==> config.mk <==
export PLATFORM = sky130hd
export DESIGN_NAME = bp_sacc_coh_flit_tx
export DESIGN_NICKNAME = d
export VERILOG_FILES = /design/src/rtl/bp_sacc_coh_flit_tx.sv
export SDC_FILE = /design/constraint.sdc
export NUM_CORES = 1
export LEC_CHECK = 0
export ABC_AREA = 1
export BUFFER_PORTS_ARGS = -buffer_cell sky130_fd_sc_hd__buf_4
export CAP_MARGIN = 20
export CORE_AREA = 4 4 249 251
export DETAILED_ROUTE_END_ITERATION = 10
export DIE_AREA = 0 0 253 255
export HOLD_SLACK_MARGIN = 0.12
export PLACE_DENSITY = 0.76
export SETUP_SLACK_MARGIN = 0.1
export SLEW_MARGIN = 40
export SYNTH_ARGS = -nofsm -noshare
export SYNTH_HDL_FRONTEND = slang
export SYNTH_SLANG_ARGS = --single-unit
==> constraint.sdc <==
create_clock -name clk_i -period 17.4 [get_ports clk_i]
set_input_delay 0.87 -clock clk_i [delete_from_list [all_inputs] [get_ports clk_i]]
set_output_delay 0.87 -clock clk_i [all_outputs]
set_load 0.01 [all_outputs]
==> src/rtl/bp_sacc_coh_flit_tx.sv <==
// Serializes one coherence message (header + 0..data_flits_max_p words) into wormhole flits on a ready&valid link.
// Optional BP_SACC_FLIT_TX_OVERLAP_EN: accept the next message during the final flit for zero-bubble back-to-back.
module bp_sacc_coh_flit_tx #(
    parameter int flit_width_p     = 64,
    parameter int cord_width_p     = 7,
    parameter int len_width_p      = 4,
    parameter int hdr_width_p      = 53,
    parameter int data_flits_max_p = 8
) (
    input  logic                                     clk_i,
    input  logic                                     reset_n_i,
    input  logic [cord_width_p-1:0]                  dst_cord_i,
    input  logic [hdr_width_p-1:0]                   hdr_i,
    input  logic [data_flits_max_p*flit_width_p-1:0] data_i,
    input  logic [len_width_p-1:0]                   data_flits_i,
    input  logic                                     v_i,
    output logic                                     ready_and_o,
    output logic [flit_width_p-1:0]                  link_data_o,
    output logic                                     link_v_o,
    input  logic                                     link_ready_and_i,
    output logic                                     busy_o,
    output logic                                     err_len_o
);

    typedef enum logic [1:0] {IDLE, HDR, DATA} state_e;

    localparam logic [len_width_p-1:0] MaxLen = len_width_p'(data_flits_max_p);
    localparam logic [len_width_p-1:0] One    = len_width_p'(1);

    state_e                                 state_q, state_d;
    logic [len_width_p-1:0]                 cnt_q, cnt_d, cnt_inc;
    logic                                   err_q, err_d;
    logic [cord_width_p-1:0]                cord_q;
    logic [hdr_width_p-1:0]                 hdr_q;
    logic [len_width_p-1:0]                 len_q;
    logic [data_flits_max_p*flit_width_p-1:0] data_q;

    logic                                   accept, len_ok, link_hs, last_flit;
    logic [flit_width_p-1:0]                word_sel;

    assign accept    = v_i & ready_and_o;
    assign len_ok    = (data_flits_i <= MaxLen);
    assign link_hs   = link_v_o & link_ready_and_i;
    assign cnt_inc   = cnt_q + One;
    assign last_flit = ((state_q == HDR) && (len_q == '0)) ||
                       ((state_q == DATA) && (cnt_inc == len_q));

    always_ff @(posedge clk_i or negedge reset_n_i) begin
        if (!reset_n_i) begin
            state_q <= IDLE;
            cnt_q   <= '0;
            err_q   <= 1'b0;
        end else begin
            state_q <= state_d;
            cnt_q   <= cnt_d;
            err_q   <= err_d;
        end
    end

    // Message payload is only sampled on accept; no reset needed.
    always_ff @(posedge clk_i) begin
        if (accept) begin
            cord_q <= dst_cord_i;
            hdr_q  <= hdr_i;
            len_q  <= data_flits_i;
            data_q <= data_i;
        end
    end

    always_comb begin
        state_d = state_q;
        cnt_d   = cnt_q;
        err_d   = err_q | (accept & ~len_ok);
        case (state_q)
            IDLE: begin
                if (accept && len_ok) state_d = HDR;
            end
            HDR: begin
                if (link_hs) begin
                    cnt_d   = '0;
                    state_d = (len_q == '0) ? IDLE : DATA;
                end
            end
            DATA: begin
                if (link_hs) begin
                    if (cnt_inc == len_q) begin
                        cnt_d   = '0;
                        state_d = IDLE;
                    end else begin
                        cnt_d = cnt_inc;
                    end
                end
            end
            default: state_d = IDLE;
        endcase
`ifdef BP_SACC_FLIT_TX_OVERLAP_EN
        if (last_flit && link_hs && accept && len_ok) begin
            state_d = HDR;
        end
`endif
    end

    always_comb begin
        word_sel = '0;
        for (int k = 0; k < data_flits_max_p; k++) begin
            if (cnt_q == len_width_p'(k)) word_sel = data_q[k*flit_width_p +: flit_width_p];
        end
    end

    always_comb begin
`ifdef BP_SACC_FLIT_TX_OVERLAP_EN
        ready_and_o = (state_q == IDLE) | (last_flit & link_ready_and_i);
`else
        ready_and_o = (state_q == IDLE);
`endif
        link_v_o    = (state_q != IDLE);
        busy_o      = (state_q != IDLE);
        err_len_o   = err_q;
        case (state_q)
            HDR:     link_data_o = {hdr_q, len_q, cord_q};
            DATA:    link_data_o = word_sel;
            default: link_data_o = '0;
        endcase
    end

endmodule

## Yosys cells after proc, flatten, opt, wreduce, memory -nomap -nowiden

Cells that the tools add are included.
Widths: inputs -> output; s select.

| operators by class | value |
|---|---|
| muxes and demuxes | 19 |
| add/subtract/negate cells | 1 |
| reductions and logical operators | 8 |
| eq/ne operators | 14 |
| magnitude comparators | 1 |
| bitwise logic cells | 5 |

Operators with widths:

| kind | count |
|---|---|
| $mux 64 | 8 |
| $pmux 64 s2 | 1 |
| $eq 4x3->1 const B | 4 |
| $mux 4 | 3 |
| $mux 2 | 5 |
| $eq 4x2->1 const B | 2 |
| $logic_not 4->1 | 2 |
| $pmux 4 s2 | 1 |
| $pmux 2 s3 | 1 |
| $add 4x1->4 const B | 1 |
| $eq 4x1->1 const B | 1 |
| $eq 4x4->1 | 1 |
| $le 4x4->1 const B | 1 |
| $ne 2x1->1 const B | 2 |
| $ne 2x2->1 const B | 2 |
| $reduce_and 4->1 | 1 |
| $reduce_bool 2->1 | 2 |
| $and 1x1->1 | 3 |
| $reduce_and 3->1 | 1 |
| $eq 2x1->1 const B | 1 |
| $eq 2x2->1 const B | 1 |
| $logic_not 2->1 | 1 |
| $logic_and 1x1->1 | 1 |
| $not 1->1 | 1 |
| $or 1x1->1 | 1 |

| storage, ports and cells | value |
|---|---|
| logic and storage cells | 55 |
| output and inout bits | 68 |
| bits in registers | 583 |
| input bits | 580 |

## Longest topological paths before layout

Gate-level depths: netlist of the first run.

| logic depth | value |
|---|---|
| depth in word-level cells | 10 |
| depth in mapped cells | 14 |
| mapped depth without buffers | 13 |

## Least setup slack after synthesis of the first run

No wires, ideal clock.

| timing path | value |
|---|---|
| path kind | input to register |
| from | input port v_i |
| to | register cord_q[0] (enable) |
| data required time | 16.478 ns |
| setup slack | 4.429 ns |
| cell stages on the path | 2 |
| arrival | 12.049 ns |
| setup time | 0.922 ns |
| buffers on the path | 0 |
| cell sequence | nand2_1 inv_1 |

| on the way | value |
|---|---|
| longest elaborated chain between the ends | 1 |

RTL lines:

| item | line | text |
|---|---|---|
| start: declaration | 16 | `input logic v_i,` |
| $and 1x1->1 | 41 | `assign accept = v_i & ready_and_o;` |
| net accept | 38 | `logic accept, len_ok, link_hs, last_flit;` |
| end signal: assignment | 63 | `cord_q <= dst_cord_i;` |
| end: declaration | 33 | `logic [cord_width_p-1:0] cord_q;` |

The timed path passes the listed nets, and every way through them passes these cells.
A chain may end at the register's enable or synchronous reset.

## Worst setup path in the final report of the first run

| timing path | value |
|---|---|
| from | register cnt_q[2] |
| to | output port link_data_o[14] |

| on the way | value |
|---|---|
| longest elaborated chain between the ends | 10 |
| elaborated cells on any way between the ends | 17 |

RTL lines:

| item | line | text |
|---|---|---|
| start: declaration | 31 | `logic [len_width_p-1:0] cnt_q, cnt_d, cnt_inc;` |
| start signal: assignment | 55 | `cnt_q <= cnt_d;` |
| $logic_not 4->1 | 106 | `if (cnt_q == len_width_p'(k)) word_sel = data_q[k*flit_width_p +: flit_width_p];` |
| $mux 64 (7 in a row) | 106 |  |
| $mux 64 * | 106 |  |
| $pmux 64 s2 * | 119 | `case (state_q)` |
| end: declaration | 18 | `output logic [flit_width_p-1:0] link_data_o,` |

Mark *: on every way between the ends. The rest lies on a longest branch, timed or not.

==> metrics, run 1 <==
outcome=finished clean; die height=255 µm; flops & latches, synth=583; cell internal pwr=3.12 mW; Core Rows=90; max-slew headroom at the worst pin=41.7%; vias in the first global route=18600; vias=18500; Buffers on Ports=647; Reg clk slew, reported paths=0.06 ns; Clock Sinks=583; FF+latch area=17500 µm²; dpl cells=3463; fin crit share=31.4%; sequential share of power=41.3%; pin count of the biggest net entering global routing=125; worst path required time=16.53 ns; synthesized area=24800 µm²; post-CTS setup buffer count=0; CTS tree=yes; Comb pwr share=33.1%; # resized after CTS=0; Clock Root Buffer=clkbuf_16; Placer Congestion=0.928; gr usage total=22.3%; fill count=4972; leak pwr=13.2 nW; layout cells sized above 1=29.6%; Crit Path Category=reg2out; Slew Viols, Final=0; fin util=53.6%; Clock power frac=25.6%; sw frac=35.1%; Multi-input gate area=6320 µm²; hold_ws=0.436 ns; post-DP HPWL=53.1 mm; Final ANT Viol Nets=0; fin cells=3575; Finish-stage setup viols=0; die area=64500 µm²; post-synthesis sequential area ratio=70.3%; IO Pins=648; largest area contributor in the netlist=edfxtp_1; first-pass GRT wire length=109 mm; Setup WS pre-CTS=12.11 ns; worst hold path class=in2reg; core area=59900 µm²; DRT iter0 DRCs=1797; Num CTS Buffers=60; synth unique cells=32; Synth top area share=69.6%; layout net count=3333; Synth Instances=2141; # H-tree levels=2; Critical Path Sink Type=primary output; final wirelength=76.1 mm; synthesized area per cell=11.6 µm²; routed length per instance=21.3 µm; fmax=0.183 GHz; Peak VDD IR=0.216 mV; Layout area overhead=29.2%; Final Critical Period=5.47 ns; Syn. warnings=0; Setup TNS=0 ns; Worst Slack Setup Final=11.93 ns; Worst Path Arrival=4.60 ns; initial antenna violation count=3; first drt pass iteration count=6; Congestion Overflow GR=0; top post-synthesis cells by area=edfxtp_1 (70%), nand2_1 (9.1%), nor2_1 (4.0%); critical path fanouts, max=73; Slew @ Worst Pin=0.875 ns; Final Hold Fails=0; Startpoint Class=register; net switching power figure=1.69 mW; RSZ-0062 raised after global routing=false; Residual DRC=0; Avg Vias per Cell=5.18; Power Dens Cells=150 nW/µm²; clock buffer depth=3; Starting Density=41.5%; Final Skew=0.0117 ns; Horiz. Die Dim=253 µm; max_cap viols=0; worst skew pair latency=0.60 ns; post-synth net total=2728
[area by class of cell]
cell class,instances,share of cell area [%]
antenna,3,0.0234
sequential,583,54.4
multi-input combinational,1340,19.7
clock buffer,81,4.99
tap,782,3.05
timing repair buffer,672,16.0
inverter,89,1.10
clock inverter,25,0.713
[cells by family after synthesis]
| logic type | count (synthesis) | share of synthesized area, % |
|---|---|---|
| DFF | 583 | 70.3 |
| AOI/OAI and AO/OA | 74 | 2.36 |
| and+or+nand+nor | 1257 | 22.4 |
| xor gates and xnor gates | 2 | 0.0705 |
| buffers and inverters | 218 | 4.45 |
| adders and majority gates | 7 | 0.353 |
[registers in the layout (all words and copies together), names as in the netlist]
| name | count |
|---|---|
| cnt_q | 4 |
| cord_q | 7 |
| data_q | 512 |
| err_len_o | 1 |
| hdr_q | 53 |
| len_q | 4 |
| state_q | 2 |
[metal layers]
| metal | part of all wire [%] | vias up | global-route usage, % | routed length (µm) |
|---|---|---|---|---|
| li1 | - | 8538 | - | - |
| met1 | 37 | 8794 | 27.5 | 28000 |
| met2 | 49 | 1009 | 37.9 | 37500 |
| met3 | 10 | 177 | 5.66 | 7660 |
| met4 | 3.9 | 2 | 8.89 | 2980 |
| met5 | 0.013 | - | 0 | 10 |
[cells in the mapped netlist (all sizes together)]
cell type,instances
nand3,196
nand2,601
buf,93
nand3b,65
o21bai,1
o21ai,4
ha,7
dfrtp,7
nand4,63
o22ai,2
clkbuf,36
o31ai,1
edfxtp,576
xor2,1
xnor2,1
inv,89
or2,66
a21oi,65
nor2,265
a21boi,1
nor3,1
[repair_timing]
action,CTS,global route
hold buffers,1,0
endpoints found under the setup margin,0,0
hold endpoints to repair,7,0
[critical path, stage by stage, from the launching register on]
cell,delay [ns]
dfrtp_1,0.54
nor2_8,0.35
buf_4,0.69
nand2_4,0.56
buf_4,0.48
or2_2,0.41
nand3_1,0.14
nand3b_1,0.15
nand2_1,0.09
nand2_1,0.06
nand2_1,0.13
a21oi_1,0.09
buf_4,0.17
[layout by cell type (no fill, tap or decap), types with 5 or more instances in the layout]
| cell type | n |
|---|---|
| a21oi_1 | 10 |
| a21oi_2 | 55 |
| buf_4 | 657 |
| buf_6 | 10 |
| clkbuf_1 | 20 |
| clkbuf_16 | 61 |
| clkinv_1 | 8 |
| clkinv_2 | 10 |
| dfrtp_1 | 7 |
| edfxtp_1 | 576 |
| inv_1 | 80 |
| inv_2 | 5 |
| nand2_1 | 599 |
| nand3_1 | 195 |
| nand3b_1 | 65 |
| nand4_1 | 63 |
| nor2_1 | 263 |
| or2_0 | 56 |
| or2_2 | 6 |
[power by group through the flow]
stage          Combinational (mW)  Clock (mW)  Sequential (mW)
3_5_place_dp                 1.57           0             2.02
6_report                     1.59        1.23             1.99
4_1_cts                      1.58        1.25             1.99
5_1_grt                      1.73        1.30             2.01
3_3_place_gp                 1.52           0             2.01
2_1_floorplan               0.989           0             2.18
[through the flow]
step | power (mW) | instance area [µm²]
finish | 4.81 | 32100
floorplan | 3.17 | 24800
global placement | 3.53 | 30100
global route | 5.04 | 32100
detailed placement | 3.58 | 30200
CTS | 4.82 | 32000
[path summary, 6_finish.rpt]
kind,startpoint,endpoint,slack [ns],cells after the start
max in group asynchronous,reset_n_i,state_q[0],16.63,2
max reg2reg,state_q[0],data_q[488],13.19,8
max,cnt_q[2],link_data_o[14],11.93,12
min reg2reg,err_len_o,err_len_o,0.49,1
min in group asynchronous,reset_n_i,err_len_o,0.64,2
min,data_i[377],data_q[377],0.44,1
No activity file was read; power rests on OpenSTA's default activity.
==> run 2, diff against run 1 <==
- clock period: 17.4 -> 5.2 ns (I/O delays scaled with it)
==> metrics, run 2 (synthesized netlist as in run 1, its figures left out) <==
fmax=0.236 GHz; die area=64500 µm² (unchanged); most common cell after layout, fill and taps aside=buf_4; Layout area overhead=54.1%; Num CTS Buffers=66 (+10%); grt peak-use layer=met2; dpl cells=3467 (+0.12%); first drt pass iteration count=5 (-1); Power Dens Cells=456 nW/µm² (+200%); Crit Path Category=reg2out; worst hold path class=in2reg; Worst Path Arrival=3.97 ns (-0.63 ns); Slew @ Worst Pin=0.910 ns (+0.0354 ns); Final Critical Period=4.23 ns; Final ANT Viol Nets=0 (unchanged); Final Cell Area=38300 µm² (+19%); CP peak stage delay=0.64 ns (-0.05 ns); Residual DRC=0 (unchanged); core area=59900 µm² (unchanged); CTS tree=yes; hold_ws=0.250 ns (-0.186 ns); CP dominant cell by count=nand2_1; vias=22700 (+23%); hold endpoint=cnt_q[1]; Horiz. Die Dim=253 µm (unchanged); critical path fanouts, max=38 (-48%); CP cell instances=inv_1 -> ha_4 -> clkinv_2 -> buf_4 -> nand4_1 -> nand3_1 -> nand3_1 -> nand3b_1 -> nand2_1 -> nand2_1 -> nand2_1 -> a21oi_2 -> buf_4; Register-to-Register Path Depth=8 (unchanged); routed length per instance=23.4 µm (+9.9%); pin count of the biggest net entering global routing=174 (+39%); Regs by FF count=data_q (512), hdr_q (53), cord_q (7); Slew Viols, Final=0 (unchanged); worst skew pair latency=0.60 ns (about the same); max reg flops=512 (unchanged); RR Endpoint=hdr_q[34]; grt met3 use=6.54% (+0.88 points); Finish-stage setup viols=0 (unchanged); IO Pins=648 (unchanged); Final Hold Fails=0 (unchanged); max_cap viols=0 (unchanged); DRT iter0 DRCs=2465 (+37%); fill count=3935 (-21%); first-pass GRT wire length=141 mm (+29%); hold_sp=link_ready_and_i; gr usage total=28.9% (+6.6 points); Starting Density=41.5% (unchanged); Reg clk slew, reported paths=0.05 ns (about the same); layout cells sized above 1=25.0% (-4.7 points); fin cells=4181 (+17%); final wirelength=97.9 mm (+29%); Startpoint Class=register; Core Rows=90 (unchanged); met1 Resource Use GR=32.8% (+5.2 points); Avg Vias per Cell=5.44 (+5.0%); RR Startpoint=state_q[0]; DP Area=30300 µm² (+0.34%); Setup TNS=0 ns (unchanged); Critical Path Sink Type=primary output; Clock Sinks=583 (unchanged); Congestion Overflow GR=0 (unchanged); leak pwr=15.7 nW (+20%); Placer Congestion=0.945 (+1.9%); layout net count=3921 (+18%); # H-tree levels=3 (+1); Power, Total=17.4 mW (+260%); initial antenna violation count=15 (+12); clock buffer depth=3 (unchanged); hold path depth=4 (+3); slowest cell on the critical path=clkinv_2; Buffers on Ports=647 (unchanged); Final Skew=0.0257 ns (+0.0140 ns); vias in the first global route=24200 (+31%); Peak VDD IR=0.380 mV (+76%); worst path required time=4.94 ns (-11.59 ns); fin crit share=81.4%; reg-to-reg slack, setup=2.20 ns (-10.99 ns); Most flops, register=data_q; outcome=finished clean; Global Route met2 Usage=49.6% (+12 points); commonest non-fill, non-tap cells in the layout=buf_4 (662), nand2_1 (598), dlygate4sd3_1 (579); die height=255 µm (unchanged); Clock Root Buffer=clkbuf_16; max-slew headroom at the worst pin=39.3% (-2.4 points); post-DP HPWL=53.5 mm (+0.76%); RSZ-0062 raised after global routing=false
==> run 2: changes by cell type in the layout (fill, tap and decap cells not counted), moves of 2 or more <==
| cell | before | now |
|---|---|---|
| diode_2 | 3 | 20 |
| buf_4 | 657 | 662 |
| clkbuf_16 | 61 | 68 |
| clkinv_2 | 10 | 8 |
| inv_1 | 80 | 78 |
| dlygate4sd3_1 | 1 | 579 |
| buf_12 | 4 | 6 |
| buf_6 | 10 | 4 |
| buf_16 | 0 | 3 |
| inv_6 | 2 | 6 |
| clkinv_1 | 8 | 16 |
| clkinv_8 | 1 | 3 |
| clkbuf_1 | 20 | 10 |
==> run 2: layer usage <==
layer	up-vias	wire [µm]
met5	-	0
li1	9734	-
met3	462	9740
met1	10700	33200
met4	0	6870
met2	1849	48100
==> run 2: timing repair <==
action,CTS,global route
setup buffers,0,0
hold buffers,579,0
hold endpoints to repair,584,0
gates resized for setup,0,0
==> run 2: worst max path at each step <==
| stage | slack, ns | depth (start not counted) | startpoint | end |
|---|---|---|---|---|
| floorplan | -4.51 | 4 | state_q[1] | cord_q[0] |
| global placement | 1.64 | 11 | cnt_q[1] | link_data_o[27] |
| detailed placement | 1.61 | 13 | cnt_q[1] | link_data_o[45] |
| CTS | 0.97 | 13 | cnt_q[1] | link_data_o[45] |
| global route | 0.72 | 12 | cnt_q[0] | link_data_o[4] |
| finish | 0.97 | 13 | cnt_q[1] | link_data_o[45] |
==> run 2: report_power, final <==
group / total, mW / switching (mW) / internal, mW
Combinational: 6.08 / 4.03 / 2.05
Clock: 4.64 / 1.99 / 2.65
Sequential: 6.71 / 0.330 / 6.38
==> run 2: cell type report <==
type	instances	area (µm²)	share of cell area (%)
flip-flops and latches	583	17500	45.7
repair buffers	1254	11000	28.8
multi-input cells	1340	6330	16.5
clock buffers	78	1740	4.55
well taps	782	978	2.56
inverters	89	350	0.916
clock inverters	35	333	0.870
diodes	20	50.0	0.131
==> run 2: stage by stage <==
stage	setup WS (ns)	util, %
4_1_cts	0.968	63.7
3_3_place_gp	1.64	50.4
5_1_grt	0.719	63.8
6_report	0.967	63.9
2_1_floorplan	-4.51	-
3_5_place_dp	1.61	50.6
==> run 2: worst max-delay path: cells and delay by family (launching register included) <==
family | cells | cell delay (ns)
buffers and inverters | 4 | 1.47
DFF | 1 | 0.41
AOI/OAI and AO/OA | 1 | 0.05
adders and majority gates | 1 | 0.50
and+or+nand+nor | 7 | 0.91
==> run 3, diff against run 2 <==
- clock period: 5.2 -> 4.1 ns (I/O delays scaled with it)
==> metrics, run 3 (synthesized netlist as in run 1, its figures left out) <==
outcome=finished clean; Clock power frac=26.3% (-0.3 points); layout cells sized above 1=25.2% (+0.23 points); Slew Viols, Final=0 (unchanged); die area=64500 µm² (unchanged); Worst Slack Setup Final=0.322 ns (-0.645 ns); Num CTS Buffers=61 (-7.6%); Peak VDD IR=0.585 mV (+54%); core area=59900 µm² (unchanged); pin count of the biggest net entering global routing=159 (-8.6%); Avg Vias per Cell=5.44 (+0.13%); Final Critical Period=3.78 ns; Layout area overhead=54.3%; Residual DRC=0 (unchanged); clock buffer depth=3 (unchanged); Congestion Overflow GR=0 (unchanged); post-DP HPWL=55.4 mm (+3.6%); max-slew headroom at the worst pin=49.2% (+9.9 points); die height=255 µm (unchanged); Final Skew=0.0131 ns (-0.0125 ns); fin util=64.0% (+0.11 points); Setup TNS=0 ns (unchanged); Final Hold Fails=0 (unchanged); Setup WS pre-CTS=0.864 ns (-0.747 ns); Buffers on Ports=647 (unchanged); sequential share of power=38.5% (about the same); CTS tree=yes; worst path required time=3.89 ns (-1.05 ns); vias=22800 (+0.42%); vias in the first global route=24100 (-0.51%); Starting Density=41.5% (unchanged); max reg flops=512 (unchanged); fmax=0.265 GHz; initial antenna violation count=17 (+2); routed length per instance=23.4 µm (+0.11%); most common cell after layout, fill and taps aside=buf_4; Placer Congestion=0.911 (-3.6%); Horiz. Die Dim=253 µm (unchanged); worst skew pair latency=0.62 ns (+0.02 ns); Worst Path Arrival=3.57 ns (-0.40 ns); Finish-stage setup viols=0 (unchanged); Slew @ Worst Pin=0.761 ns (-0.149 ns); slowest cell on the critical path=dfrtp_1; leak pwr=15.8 nW (+0.20%); sw frac=36.2% (-0.26 points); commonest non-fill, non-tap cells in the layout=buf_4 (670), nand2_1 (598), dlygate4sd3_1 (580); Power Dens Cells=576 nW/µm² (+26%); Comb pwr share=35.1% (+0.2 points); Largest delay share family, worst path=buffers and inverters; fin crit share=92.1%; layout net count=3925 (+0.10%); fill count=3951 (+0.41%); CP dominant cell by count=nand2_1; RSZ-0062 raised after global routing=false; CP cell instances=inv_1 -> ha_4 -> nand3_1 -> inv_2 -> buf_4 -> nand2_1 -> nand2_1 -> nand3b_1 -> nand2_1 -> nand2_1 -> nand2_1 -> a21oi_2 -> buf_4; Crit Path Category=reg2out; # H-tree levels=2 (-1); first drt pass iteration count=6 (+1); hold_ws=0.307 ns (+0.0565 ns); Startpoint Class=register; first-pass GRT wire length=143 mm (+1.3%); worst hold path class=in2reg; DRT iter0 DRCs=2546 (+3.3%); worst path bufs/invs=4 (unchanged); Most flops, register=data_q; net switching power figure=7.98 mW (+26%); final wirelength=98.3 mm (+0.40%); Final ANT Viol Nets=0 (unchanged); Clock Sinks=583 (unchanged); critical path fanouts, max=30 (-21%); max_cap viols=0 (unchanged); CP peak stage delay=0.48 ns (-0.16 ns); Clock Root Buffer=clkbuf_16; Reg clk slew, reported paths=0.06 ns (about the same); gr usage total=29.1% (+0.22 points); Regs by FF count=data_q (512), hdr_q (53), cord_q (7); IO Pins=648 (unchanged); Critical Path Sink Type=primary output; Core Rows=90 (unchanged); cell internal pwr=14.1 mW (+27%)
run 3: cell types whose count changed in the layout (fill, tap and decap cells not counted), moves of 3 or more:
cell / previous run / this run
buf_4: 662 / 670
clkbuf_16: 68 / 61
buf_12: 6 / 11
bufinv_16: 5 / 10
buf_6: 4 / 1
clkinv_8: 3 / 0
diode_2: 20 / 23
run 3: final cells by class:
type	count	area [µm²]	share of cell area, %
clock inverter	42	483	1.26
timing repair buffer	1263	11100	28.9
multi-input combinational	1340	6330	16.5
inverter	89	354	0.924
antenna	23	57.6	0.150
clock buffer	71	1560	4.08
sequential	583	17500	45.6
tap	782	978	2.55
run 3: power by group through the flow:
stage               clock [mW]  sequential (mW)  combinational (mW)
floorplan                    0             8.58                4.08
global placement             0             8.51                6.67
detailed placement           0             8.55                6.82
CTS                       5.80             8.44                7.33
global route              6.10             8.57                8.30
finish                    5.81             8.51                7.75
run 3: repair_timing:
action / 4_1_cts / 5_1_grt
endpoints found under the hold margin: 588 / 0
setup buffers: 0 / 0
gates resized for setup: 0 / 3
hold buffers: 580 / 0
setup endpoints to repair: 0 / 42
run 3: final timing paths:
| path | slack (ns) | cells after the start | from | endpoint |
|---|---|---|---|---|
| worst max register to register | 1.69 | 6 | state_q[1] | data_q[508] |
| max in group asynchronous | 3.28 | 3 | reset_n_i | cnt_q[1] |
| worst max-delay path | 0.32 | 13 | cnt_q[0] | link_data_o[24] |
| min in group asynchronous | 0.56 | 3 | reset_n_i | err_len_o |
| worst min register to register | 0.52 | 1 | err_len_o | err_len_o |
| worst min-delay path | 0.31 | 2 | data_i[198] | data_q[198] |
run 3: per-stage QoR:
| step | total power, mW | instances | cell area [µm²] |
|---|---|---|---|
| floorplan | 12.7 | 2141 | 24900 |
| CTS | 21.6 | 4169 | 38200 |
| finish | 22.1 | 4193 | 38300 |
| global placement | 15.2 | 3475 | 30400 |
| detailed placement | 15.4 | 3476 | 30400 |
| global route | 23.0 | 4186 | 38300 |
run 3: metal layers:
layer / vias up / track usage, % / wire length [µm]
li1: 9766 / - / -
met1: 10700 / 33.6 / 33000
met3: 489 / 5.32 / 9370
met2: 1863 / 50.4 / 48800
met5: - / 0 / 11
met4: 2 / 18.6 / 7130
